--- src/rtl/wide_add_seq.sv ---
// Word-serial wide add/subtract: one K-bit ripple-carry slice is reused for W
// cycles, LSW first, with the inter-word carry held in a register.
module wide_add_seq #(
    parameter int K = 8,
    parameter int W = 4
) (
    input  logic           clk,
    input  logic           rst_n,
    input  logic           start,
    input  logic           sub,
    input  logic [K*W-1:0] a,
    input  logic [K*W-1:0] b,
    output logic           ready,
    output logic           busy,
    output logic           done,
    output logic [K*W-1:0] sum,
    output logic           carry_out,
    output logic           overflow
);

    localparam int N  = K * W;
    localparam int CW = (W > 1) ? $clog2(W) : 1;

    typedef enum logic [1:0] {IDLE, RUN, DONE} state_t;

    state_t         state, next_state;
    logic [CW-1:0]  idx;
    logic           carry;
    logic           sub_q;
    logic [N-1:0]   a_q, b_q, work, next_work;
    logic           accept, last;
    logic [K-1:0]   a_word, b_word, s_word;
    logic [K:0]     chain;

    assign last = (idx == CW'(W - 1));

    always_comb begin
        next_state = state;
        accept     = 1'b0;
        case (state)
            IDLE: if (start) begin
                next_state = RUN;
                accept     = 1'b1;
            end
            RUN:  if (last) next_state = DONE;
            DONE: if (start) begin
                next_state = RUN;
                accept     = 1'b1;
            end else begin
                next_state = IDLE;
            end
            default: next_state = IDLE;
        endcase
    end

    assign a_word = a_q[idx*K +: K];
    assign b_word = b_q[idx*K +: K] ^ {K{sub_q}};

    // The single adder slice: an explicit ripple chain, one full adder per bit.
    always_comb begin
        chain[0] = carry;
        for (int i = 0; i < K; i++) begin
            s_word[i]   = a_word[i] ^ b_word[i] ^ chain[i];
            chain[i+1]  = (a_word[i] & b_word[i]) | (chain[i] & (a_word[i] ^ b_word[i]));
        end
    end

    always_comb begin
        next_work = work;
        next_work[idx*K +: K] = s_word;
    end

    // NOTE: state and datapath use non-blocking assignments so every register
    // samples the pre-edge values; blocking here would create ordering races.
    always_ff @(posedge clk) begin
        if (!rst_n) state <= IDLE;
        else        state <= next_state;
    end

    always_ff @(posedge clk) begin
        if (!rst_n) begin
            a_q       <= '0;
            b_q       <= '0;
            sub_q     <= 1'b0;
            work      <= '0;
            idx       <= '0;
            carry     <= 1'b0;
            sum       <= '0;
            carry_out <= 1'b0;
            overflow  <= 1'b0;
        end else if (accept) begin
            a_q   <= a;
            b_q   <= b;
            sub_q <= sub;
            idx   <= '0;
            carry <= sub;
        end else if (state == RUN) begin
            work  <= next_work;
            carry <= chain[K];
            if (!last) begin
                idx <= idx + 1'b1;
            end else begin
                // Final word: publish the whole result and flags on the same edge.
                sum       <= next_work;
                carry_out <= chain[K];
                overflow  <= (a_q[N-1] == (b_q[N-1] ^ sub_q)) && (s_word[K-1] != a_q[N-1]);
            end
        end
    end

    assign ready = (state == IDLE) || (state == DONE);
    assign busy  = (state == RUN);
    assign done  = (state == DONE);

endmodule

--- config.mk ---
export PLATFORM = sky130hd
export DESIGN_NAME = wide_add_seq
export DESIGN_NICKNAME = d
export VERILOG_FILES = /design/src/rtl/wide_add_seq.sv
export SDC_FILE = /design/constraint.sdc
export NUM_CORES = 1
export LEC_CHECK = 0
export CORE_ASPECT_RATIO = 2
export CORE_UTILIZATION = 48
export DETAILED_ROUTE_END_ITERATION = 12
export PLACE_DENSITY = 0.77
export SYNTH_ARGS = -nofsm -noshare
export SYNTH_HDL_FRONTEND = slang
export SYNTH_SLANG_ARGS = --single-unit
--- constraint.sdc ---
create_clock -name clk -period 4.61 [get_ports clk]
set_input_delay 0.922 -clock clk [delete_from_list [all_inputs] [get_ports clk]]
set_output_delay 0.922 -clock clk [all_outputs]
set_load 0.05 [all_outputs]
# ---- Word level (Yosys, flattened, before mapping)
# Cells that the tools add are included.
dict set report totals {
  register_bits 136
  input_bits 68
  output_inout_bits 37
  wordCells 87
}
dict set report op_classes {
  addsub 2
  n_eq_ne 7
  shifts 4
  muxes 9
  bitwise_logic 45
  n_reduce_logical 10
}
# cell count
set op_table {}
lappend op_table {{$shiftx A32 B6 Y8} 2}
lappend op_table {{$neg A5 Y34} 1}
lappend op_table {{$shift A8 B34 Y32 const A} 1}
lappend op_table {{$shiftx A8 B34 Y32} 1}
lappend op_table {{$bwmux W32} 1}
lappend op_table {{$xor A1 B1 Y1} 17}
lappend op_table {{$and A1 B1 Y1} 16}
lappend op_table {{$or A1 B1 Y1} 8}
lappend op_table {{$xor A8 B8 Y8} 1}
lappend op_table {{$pmux W2 S3} 1}
lappend op_table {{$reduce_and A2 Y1} 3}
lappend op_table {{$mux W1} 5}
lappend op_table {{$eq A2 B2 Y1 const B} 2}
lappend op_table {{$mux W2} 2}
lappend op_table {{$reduce_or A2 Y1} 2}
lappend op_table {{$not A1 Y1} 3}
lappend op_table {{$reduce_and A3 Y1} 1}
lappend op_table {{$add A2 B1 Y2 const B} 1}
lappend op_table {{$eq A2 B1 Y1 const B} 1}
lappend op_table {{$logic_not A2 Y1} 1}
lappend op_table {{$ne A2 B1 Y1 const B} 1}
lappend op_table {{$ne A2 B2 Y1 const B} 1}
lappend op_table {{$reduce_bool A2 Y1} 1}
lappend op_table {{$eq A1 B1 Y1} 1}
lappend op_table {{other kinds (3)} 3}

# ---- Longest topological paths before layout
# Gate-level depths: netlist of the first run.
dict set report logic_depth {
  ltp_word 21
  depth_mapped 15
  ltp_nobuf 14
}

# ---- Worst setup path before layout of the first run
# No wires, ideal clock.
dict set report synth_timing {
  path_kind {register to register}
  startpoint {register idx[0]}
  endpoint {register overflow}
  setup_ps 74
  arrival_time_ps 4537
  required_time_ps 4536
  path_slack_ps -1
  stages_incl_launch_ff 15
  synth_period_minus_slack_ps 4611
  cell_sequence {dfxtp_1 buf_4 mux4_2 xor2_1 fa_1 fa_1 fa_1 fa_1 fa_1 inv_1 fa_1 fa_1 fa_1 or3_1 a31oi_1}
}
dict set report synth_between {
  elab_chain_len 20
  word_cells_on_any_way 37
}
# element line_no
set synth_lines {}
lappend synth_lines {{start: declaration} 27} ;# logic [CW-1:0] idx;
lappend synth_lines {{start signal: assignment} 101} ;# idx <= idx + 1'b1;
lappend synth_lines {{$shiftx A32 B6 Y8} 57} ;# assign b_word = b_q[idx*K +: K] ^ {K{sub_q}};
lappend synth_lines {{$xor A8 B8 Y8} 57}
lappend synth_lines {{$xor A1 B1 Y1} 64} ;# chain[i+1] = (a_word[i] & b_word[i]) | (chain[i] & (a_word[i] ^ b_word[i]));
lappend synth_lines {{$and A1 B1 Y1} 64}
lappend synth_lines {{$or A1 B1 Y1} 64}
lappend synth_lines {{$and A1 B1 Y1} 64}
lappend synth_lines {{$or A1 B1 Y1} 64}
lappend synth_lines {{$and A1 B1 Y1} 64}
lappend synth_lines {{[... 4 more ...]} -}
lappend synth_lines {{$or A1 B1 Y1} 64}
lappend synth_lines {{$and A1 B1 Y1} 64}
lappend synth_lines {{$or A1 B1 Y1} 64}
lappend synth_lines {{$and A1 B1 Y1} 64}
lappend synth_lines {{$or A1 B1 Y1} 64}
lappend synth_lines {{$xor A1 B1 Y1} 63} ;# s_word[i] = a_word[i] ^ b_word[i] ^ chain[i];
lappend synth_lines {{$ne A1 B1 Y1} 106} ;# overflow <= (a_q[N-1] == (b_q[N-1] ^ sub_q)) && (s_word[K-1] != a_q[N-1]);
lappend synth_lines {{$logic_and A1 B1 Y1} 106}
lappend synth_lines {{end signal: assignment} 106}
lappend synth_lines {{end: declaration} 18} ;# output logic overflow
# Parallel ways exist; a longest one is shown, timed or not.
# A chain may end at the register's enable or synchronous reset.

# ---- Worst setup path in the final report of the first run
dict set report layout_timing {
  startpoint {register idx[0]}
  endpoint {register work[7]}
}
dict set report layout_between {
  elab_chain_len 20
  word_cells_on_any_way 44
}
# element line_no
set layout_lines {}
lappend layout_lines {{$shiftx A32 B6 Y8} 57}
lappend layout_lines {{$xor A8 B8 Y8} 57}
lappend layout_lines {{$xor A1 B1 Y1} {63, 64}}
lappend layout_lines {{$and A1 B1 Y1} 64}
lappend layout_lines {{$or A1 B1 Y1} 64}
lappend layout_lines {{$and A1 B1 Y1} 64}
lappend layout_lines {{$or A1 B1 Y1} 64}
lappend layout_lines {{$and A1 B1 Y1} 64}
lappend layout_lines {{[... 4 more ...]} -}
lappend layout_lines {{$or A1 B1 Y1} 64}
lappend layout_lines {{$and A1 B1 Y1} 64}
lappend layout_lines {{$or A1 B1 Y1} 64}
lappend layout_lines {{$and A1 B1 Y1} 64}
lappend layout_lines {{$or A1 B1 Y1} 64}
lappend layout_lines {{$xor A1 B1 Y1} 63}
lappend layout_lines {{$shiftx A8 B34 Y32} 70} ;# next_work[idx*K +: K] = s_word;
lappend layout_lines {{$bwmux W32 *} 70}
lappend layout_lines {{end signal: assignment} 98} ;# work <= next_work;
lappend layout_lines {{end: declaration} 30} ;# logic [N-1:0] a_q, b_q, work, next_work;
# Mark *: on every way between the ends. The rest lies on a longest branch, timed or not.

==> results of run 1 <==
[metrics by stage]
| step | cells | util, % | hold WS [ns] | power, mW |
|---|---|---|---|---|
| after floorplan | 664 | - | 0.431 | 1.53 |
| after global placement | 871 | 58.1 | 0.437 | 1.65 |
| after detailed placement | 871 | 58.1 | 0.449 | 1.66 |
| after CTS | 903 | 63.5 | 0.458 | 3.14 |
| after global routing | 903 | 63.6 | 0.469 | 3.25 |
| final | 903 | 63.6 | 0.458 | 3.14 |
[power by group]
group | switching (mW) | internal (mW)
registers | 0.0350 | 1.24
logic | 0.205 | 0.172
clock network | 0.506 | 0.981
total | 0.746 | 2.39
[layout make-up]
cell class / count / area share, %
well taps: 147 / 2.37
inverters: 13 / 0.629
clock buffers: 23 / 6.42
flip-flops and latches: 136 / 35.1
clock inverters: 9 / 2.08
multi-input cells: 458 / 38.8
repair buffers: 117 / 14.6
[registers in the layout, summed over array words and instances, names as in the netlist]
signal and cells:
a_q 32, idx 2, carry 1, carry_out 1, work 32, sub_q 1, state 2, sum 32
b_q 32, overflow 1
[worst max-delay path: stages, from the launching register on]
cell	delay [ns]
dfxtp_2	0.35
buf_4	0.15
mux4_2	0.52
fa_2	0.37
fa_1	0.39
fa_1	0.40
fa_2	0.35
fa_1	0.36
inv_1	0.08
fa_2	0.20
fa_2	0.22
fa_2	0.47
or3_1	0.40
a21boi_1	0.14
[cell usage in the layout, fill, tap and decap left out, types with 3 or more instances in the layout]
master and count:
clkbuf_8 5, nand3_1 26, clkbuf_16 17, buf_4 13, o221ai_1 3, a21boi_1 27, mux4_2 16, fa_2 5
nor2b_1 20, nor2_1 3, ha_1 6, xor2_1 6, bufinv_16 4, o21ai_0 52, a31oi_1 49, a32oi_1 7
xnor2_1 4, a21boi_0 40, inv_1 12, dfxtp_1 135, o211a_1 4, nand2_1 134, a21oi_1 11, o21ai_1 3
nand2b_1 25, fa_1 3, clkdlybuf4s50_1 103
[worst paths after layout]
check / to / from / cells past startpoint / slack (ns)
worst max-delay path: work[7] / idx[0] / 13 / 0.14
worst min-delay path: a_q[8] / a_q[8] / 2 / 0.46
worst max register to register: work[7] / idx[0] / 13 / 0.14
worst min register to register: a_q[8] / a_q[8] / 2 / 0.46
[cell families after synthesis]
logic type      after synthesis  share of synthesized area, %
simple gates                220                          16.8
compound gates              198                          21.3
flops                       136                          45.2
buf+inv                      70                          5.32
mux                          16                          5.98
fa+ha+maj                    14                          3.90
xor+xnor                     10                          1.45
[metal layers]
| metal | vias to the layer above | GRT usage, % |
|---|---|---|
| met1 | 2463 | 26.6 |
| met2 | 159 | 43.7 |
| met3 | 39 | 5.91 |
| met5 | - | 0 |
| li1 | 2463 | - |
| met4 | 0 | 12.5 |
==> metrics, run 1 <==
# H-tree levels=4; PostCTS Resize Cnt=0; CTS sink count=around 140; DIE HEIGHT=160 um; core area=about 0.012 sq mm; setup bufs post-CTS=0; met2 WL=just over 8 mm; Arr. time, crit path=4.82 ns; FP Rows=57; total routed wire length on the met1 layer=5.54 mm; Avg Cell Area, Syn=9.07 sq um; Hold Vio Cnt, Final=0; # setup viols final=0; Post-DP Area=around 0.0071 sq mm; chip width=approximately 81 um; cts bufs inserted=17; Max Cap Violations=0; Worst Tran Pin Value=1.10 ns; FMAX=0.224 GHz; critical path type=reg2reg; Ant. Diodes=0; final instance area=0.00776 sq mm; clock latency on the worst-skew pair=0.42 ns; initial antenna violation count=0; Mapped Nets=746; clk root buf=clkbuf_16; gpl congestion=0.860; Pre-Repair DR Iteration Count=5; Distinct cells, synth=37; vias in the first global route=5087; Power Density=roughly 400 mW/mm^2; CTS clk-pin slew, worst paths=around 0.06 ns; largest cells by area after synthesis=dfxtp_1 (45%), nand2_1 (8.3%), mux4_2 (6.0%); Yosys top cell by area=dfxtp_1; EDFF count, synth=0; highest routed layer=met4; Mapped Area=approximately 0.006 sq mm; Synth Flop Type=dfxtp_1; worst slack at placement=0.0356 ns; setup ws final=about 0.14 ns; required time of the critical path=4.95 ns; Top Ports=about 110; CP Launch Type=flop; final net count=roughly 830; Initial DRC Count=320; number of fill cells in the layout=991; RSZ-0062 raised after global routing=false; Clock Skew=approximately 0.0070 ns; Synth Warn #=0; most frequent cells after synthesis=dfxtp_1 (136), nand2_1 (134), o21ai_0 (52); final setup TNS=0 ns; Slew Viols, Final=0; leak pwr=2.84 nW; CTS tree=done; critical path capture point type=flop; die area=between 0.01 and 0.015 sq mm; status=finished clean; Synth top area share=45.2%; port bufs=104; Async S/R FF share, synth=0%; most common cell in the synthesized netlist=dfxtp_1; Yosys reg bits=136; layout cells sized above 1=about a tenth; VDD IR max=309 uV; Hold WC Path Type=reg2reg; Syn-to-layout area delta=28.8%; minimum clock period=around 4.5 ns; drt drc=0; Met3 Routed Length=roughly 550 um; Rel. slew slack=26.6%; worst-path fanout max=5; Hold-fix buffers, CTS=0; period utilization=97.0%; clock tree buffer depth=2; post-DP HPWL=10.4 mm; GRT Total Usage=24.8%; post-synthesis instance total=664; drt via density=5.67; sequential area share after synthesis=45.2%; FF/Latch Area=0.00272 sq mm; first-pass GRT wire length=24.6 mm; via count of the routed design=approximately 5100; largest net degree at the start of global routing=78; multi-input combinational cell area=0.00301 sq mm; antenna viol nets, final=0; initial core utilization=49.4%; drt total wl=roughly 15 mm; per-cell routed wire length=16.5 um; grt total ovfl=0
No activity file was read; power rests on OpenSTA's default activity.
==> run 2, diff against run 1 <==
CORE_MARGIN = 2   (was not set)
CTS_CLUSTER_DIAMETER = 80   (was not set)
TNS_END_PERCENT = 5   (was not set)
==> run 2 against run 1 <==
First-iteration DRC count down 3.1%. Hold slack worse by 0.0050 ns. Flip-flop and latch count unchanged. Combinational power about the same. Largest cell class unchanged.
==> metrics, run 2 (synthesis results as in run 1) <==
status=finished clean (unchanged); critical path type=reg2reg (unchanged); cts bufs inserted=17 (unchanged); worst-path fanout max=5 (unchanged); drt total wl=15.2 mm (was 14.9 mm); VDD IR max=308 uV (was 309 uV); leak pwr=2.83 nW (was 2.84 nW); initial antenna violation count=0 (unchanged); layout cells sized above 1=9.30% (was 9.52%); antenna viol nets, final=0 (unchanged); critical path capture point type=flop (unchanged); Hold Vio Cnt, Final=0 (unchanged); FP Rows=57 (unchanged); chip width=83.2 um (was 81.2 um); Ant. Diodes=0 (unchanged); Hold Worst Slack=0.453 ns (was 0.458 ns); grt total ovfl=0 (unchanged); Power Density=405 mW/mm^2 (was 404 mW/mm^2); minimum clock period=4.55 ns (was 4.47 ns); via count of the routed design=5086 (was 5124); Slew Viols, Final=0 (unchanged); Cells after DPL=868 (was 871); Hold WC Path Type=reg2reg (unchanged); Syn-to-layout area delta=28.6% (was 28.8%); CP max stage delay=0.52 ns (about the same); clock latency on the worst-skew pair=0.42 ns (about the same); clock tree buffer depth=2 (unchanged); Arr. time, crit path=4.88 ns (was 4.82 ns); Hold-fix buffers, CTS=0 (unchanged); Clock Skew=0.00631 ns (was 0.00700 ns); clk root buf=clkbuf_16 (unchanged); port bufs=104 (unchanged); final net count=822 (was 825); # H-tree levels=4 (unchanged); first-pass GRT wire length=24.6 mm (about the same); vias in the first global route=5270 (was 5087); final cell count without fillers=900 (was 903); Rel. slew slack=22.6% (was 26.6%); most common cell after layout, fill and taps aside=dfxtp_1 (unchanged); GRT Total Usage=22.6% (was 24.8%); core area=0.0122 sq mm (unchanged); # setup viols final=0 (unchanged); required time of the critical path=4.94 ns (was 4.95 ns); per-cell routed wire length=16.9 um (was 16.5 um); die area=0.0135 sq mm (was 0.0130 sq mm); Worst path most repeated cell=fa_2 (unchanged); CTS sink count=136 (unchanged); period utilization=98.7% (was 97.0%); drt drc=0 (unchanged); Pre-Repair DR Iteration Count=6 (was 5); Max Cap Violations=0 (unchanged); CP Launch Type=flop (unchanged); initial core utilization=49.4% (unchanged); drt via density=5.65 (was 5.67); gpl congestion=0.909 (was 0.860); Top Ports=105 (unchanged); DIE HEIGHT=162 um (was 160 um); Worst Path Buf+Inv=2 (unchanged); Crit path max-delay family=adder cells (unchanged); CP max stage cell=mux4_2 (unchanged); FMAX=0.220 GHz (was 0.224 GHz); crit-path cells=buf_4 > mux4_2 > fa_2 > fa_2 > fa_1 > fa_1 > fa_1 > inv_1 > fa_2 > fa_2 > fa_2 > or3_1 > a31oi_1 (was buf_4 > mux4_2 > fa_2 > fa_1 > fa_1 > fa_2 > fa_1 > inv_1 > fa_2 > fa_2 > fa_2 > or3_1 > a21boi_1); CTS clk-pin slew, worst paths=0.06 ns (about the same); Worst Tran Pin Value=1.16 ns (was 1.10 ns); commonest cells after routing, fill and taps aside=dfxtp_1 (135), nand2_1 (134), clkdlybuf4s50_1 (103) (unchanged); Initial DRC Count=310 (was 320); largest net degree at the start of global routing=136 (was 78); CTS tree=done (unchanged); setup bufs post-CTS=0 (unchanged); post-DP HPWL=10.6 mm (was 10.4 mm)
==> run 2: per-stage QoR <==
step | area (sq um) | power [mW] | setup WS, ns | setup TNS (ns) | util, %
finish | 7750 | 3.13 | 0.0612 | 0 | 63.5
detailed placement | 7070 | 1.66 | 0.00904 | 0 | 58.0
floorplan | 6030 | 1.53 | 0.0349 | 0 | -
global route | 7750 | 3.24 | -0.0740 | -0.0740 | 63.5
CTS | 7730 | 3.14 | 0.0287 | 0 | 63.4
global placement | 7070 | 1.65 | 0.152 | 0 | 58.0
==> run 2: final cells by class <==
| type | instances | area (sq um) |
|---|---|---|
| clock inverter | 10 | 164 |
| inverter | 13 | 48.8 |
| tap | 147 | 184 |
| fill | 997 | 4450 |
| multi-input combinational | 458 | 3010 |
| clock buffer | 22 | 494 |
| sequential | 136 | 2720 |
| timing repair buffer | 114 | 1120 |
==> run 2: power by group <==
group          switching, mW  internal, mW
Combinational          0.204         0.172
Clock                  0.506         0.979
Sequential            0.0352          1.24
Total                  0.746          2.39
==> run 2: worst reg2reg max path, delay by kind of cell (launching register included) <==
kind / cells / cell delay [ns]
AO/OA/AOI/OAI: 1 / 0.19
AND/OR/NAND/NOR: 1 / 0.39
buffers and inverters: 2 / 0.22
adder cells (fa/ha/maj): 8 / 2.79
flip-flops: 1 / 0.35
multiplexers: 1 / 0.52
==> run 2: path summary, 6_finish.rpt <==
path / to / cells past startpoint / from / slack (ns)
max reg2reg: overflow / 13 / idx[0] / 0.06
max: overflow / 13 / idx[0] / 0.06
min: a_q[21] / 2 / a_q[21] / 0.45
min reg2reg: a_q[21] / 2 / a_q[21] / 0.45
==> run 2: timing repair <==
item | 4_1_cts | 5_1_grt
setup endpoints to repair | 1 | 8
resized for setup | 1 | 6
endpoints found under the hold margin | 0 | 0
pin swaps | 0 | 2
==> run 2: per-layer routing <==
metal	routed length, um	share of wire [%]	vias up	global-route usage, %
met5	0	0	-	0
met4	609	4.0	0	11.5
met3	538	3.5	43	4.51
met2	8450	56	145	42.7
met1	5570	37	2433	23.2
li1	-	-	2465	-
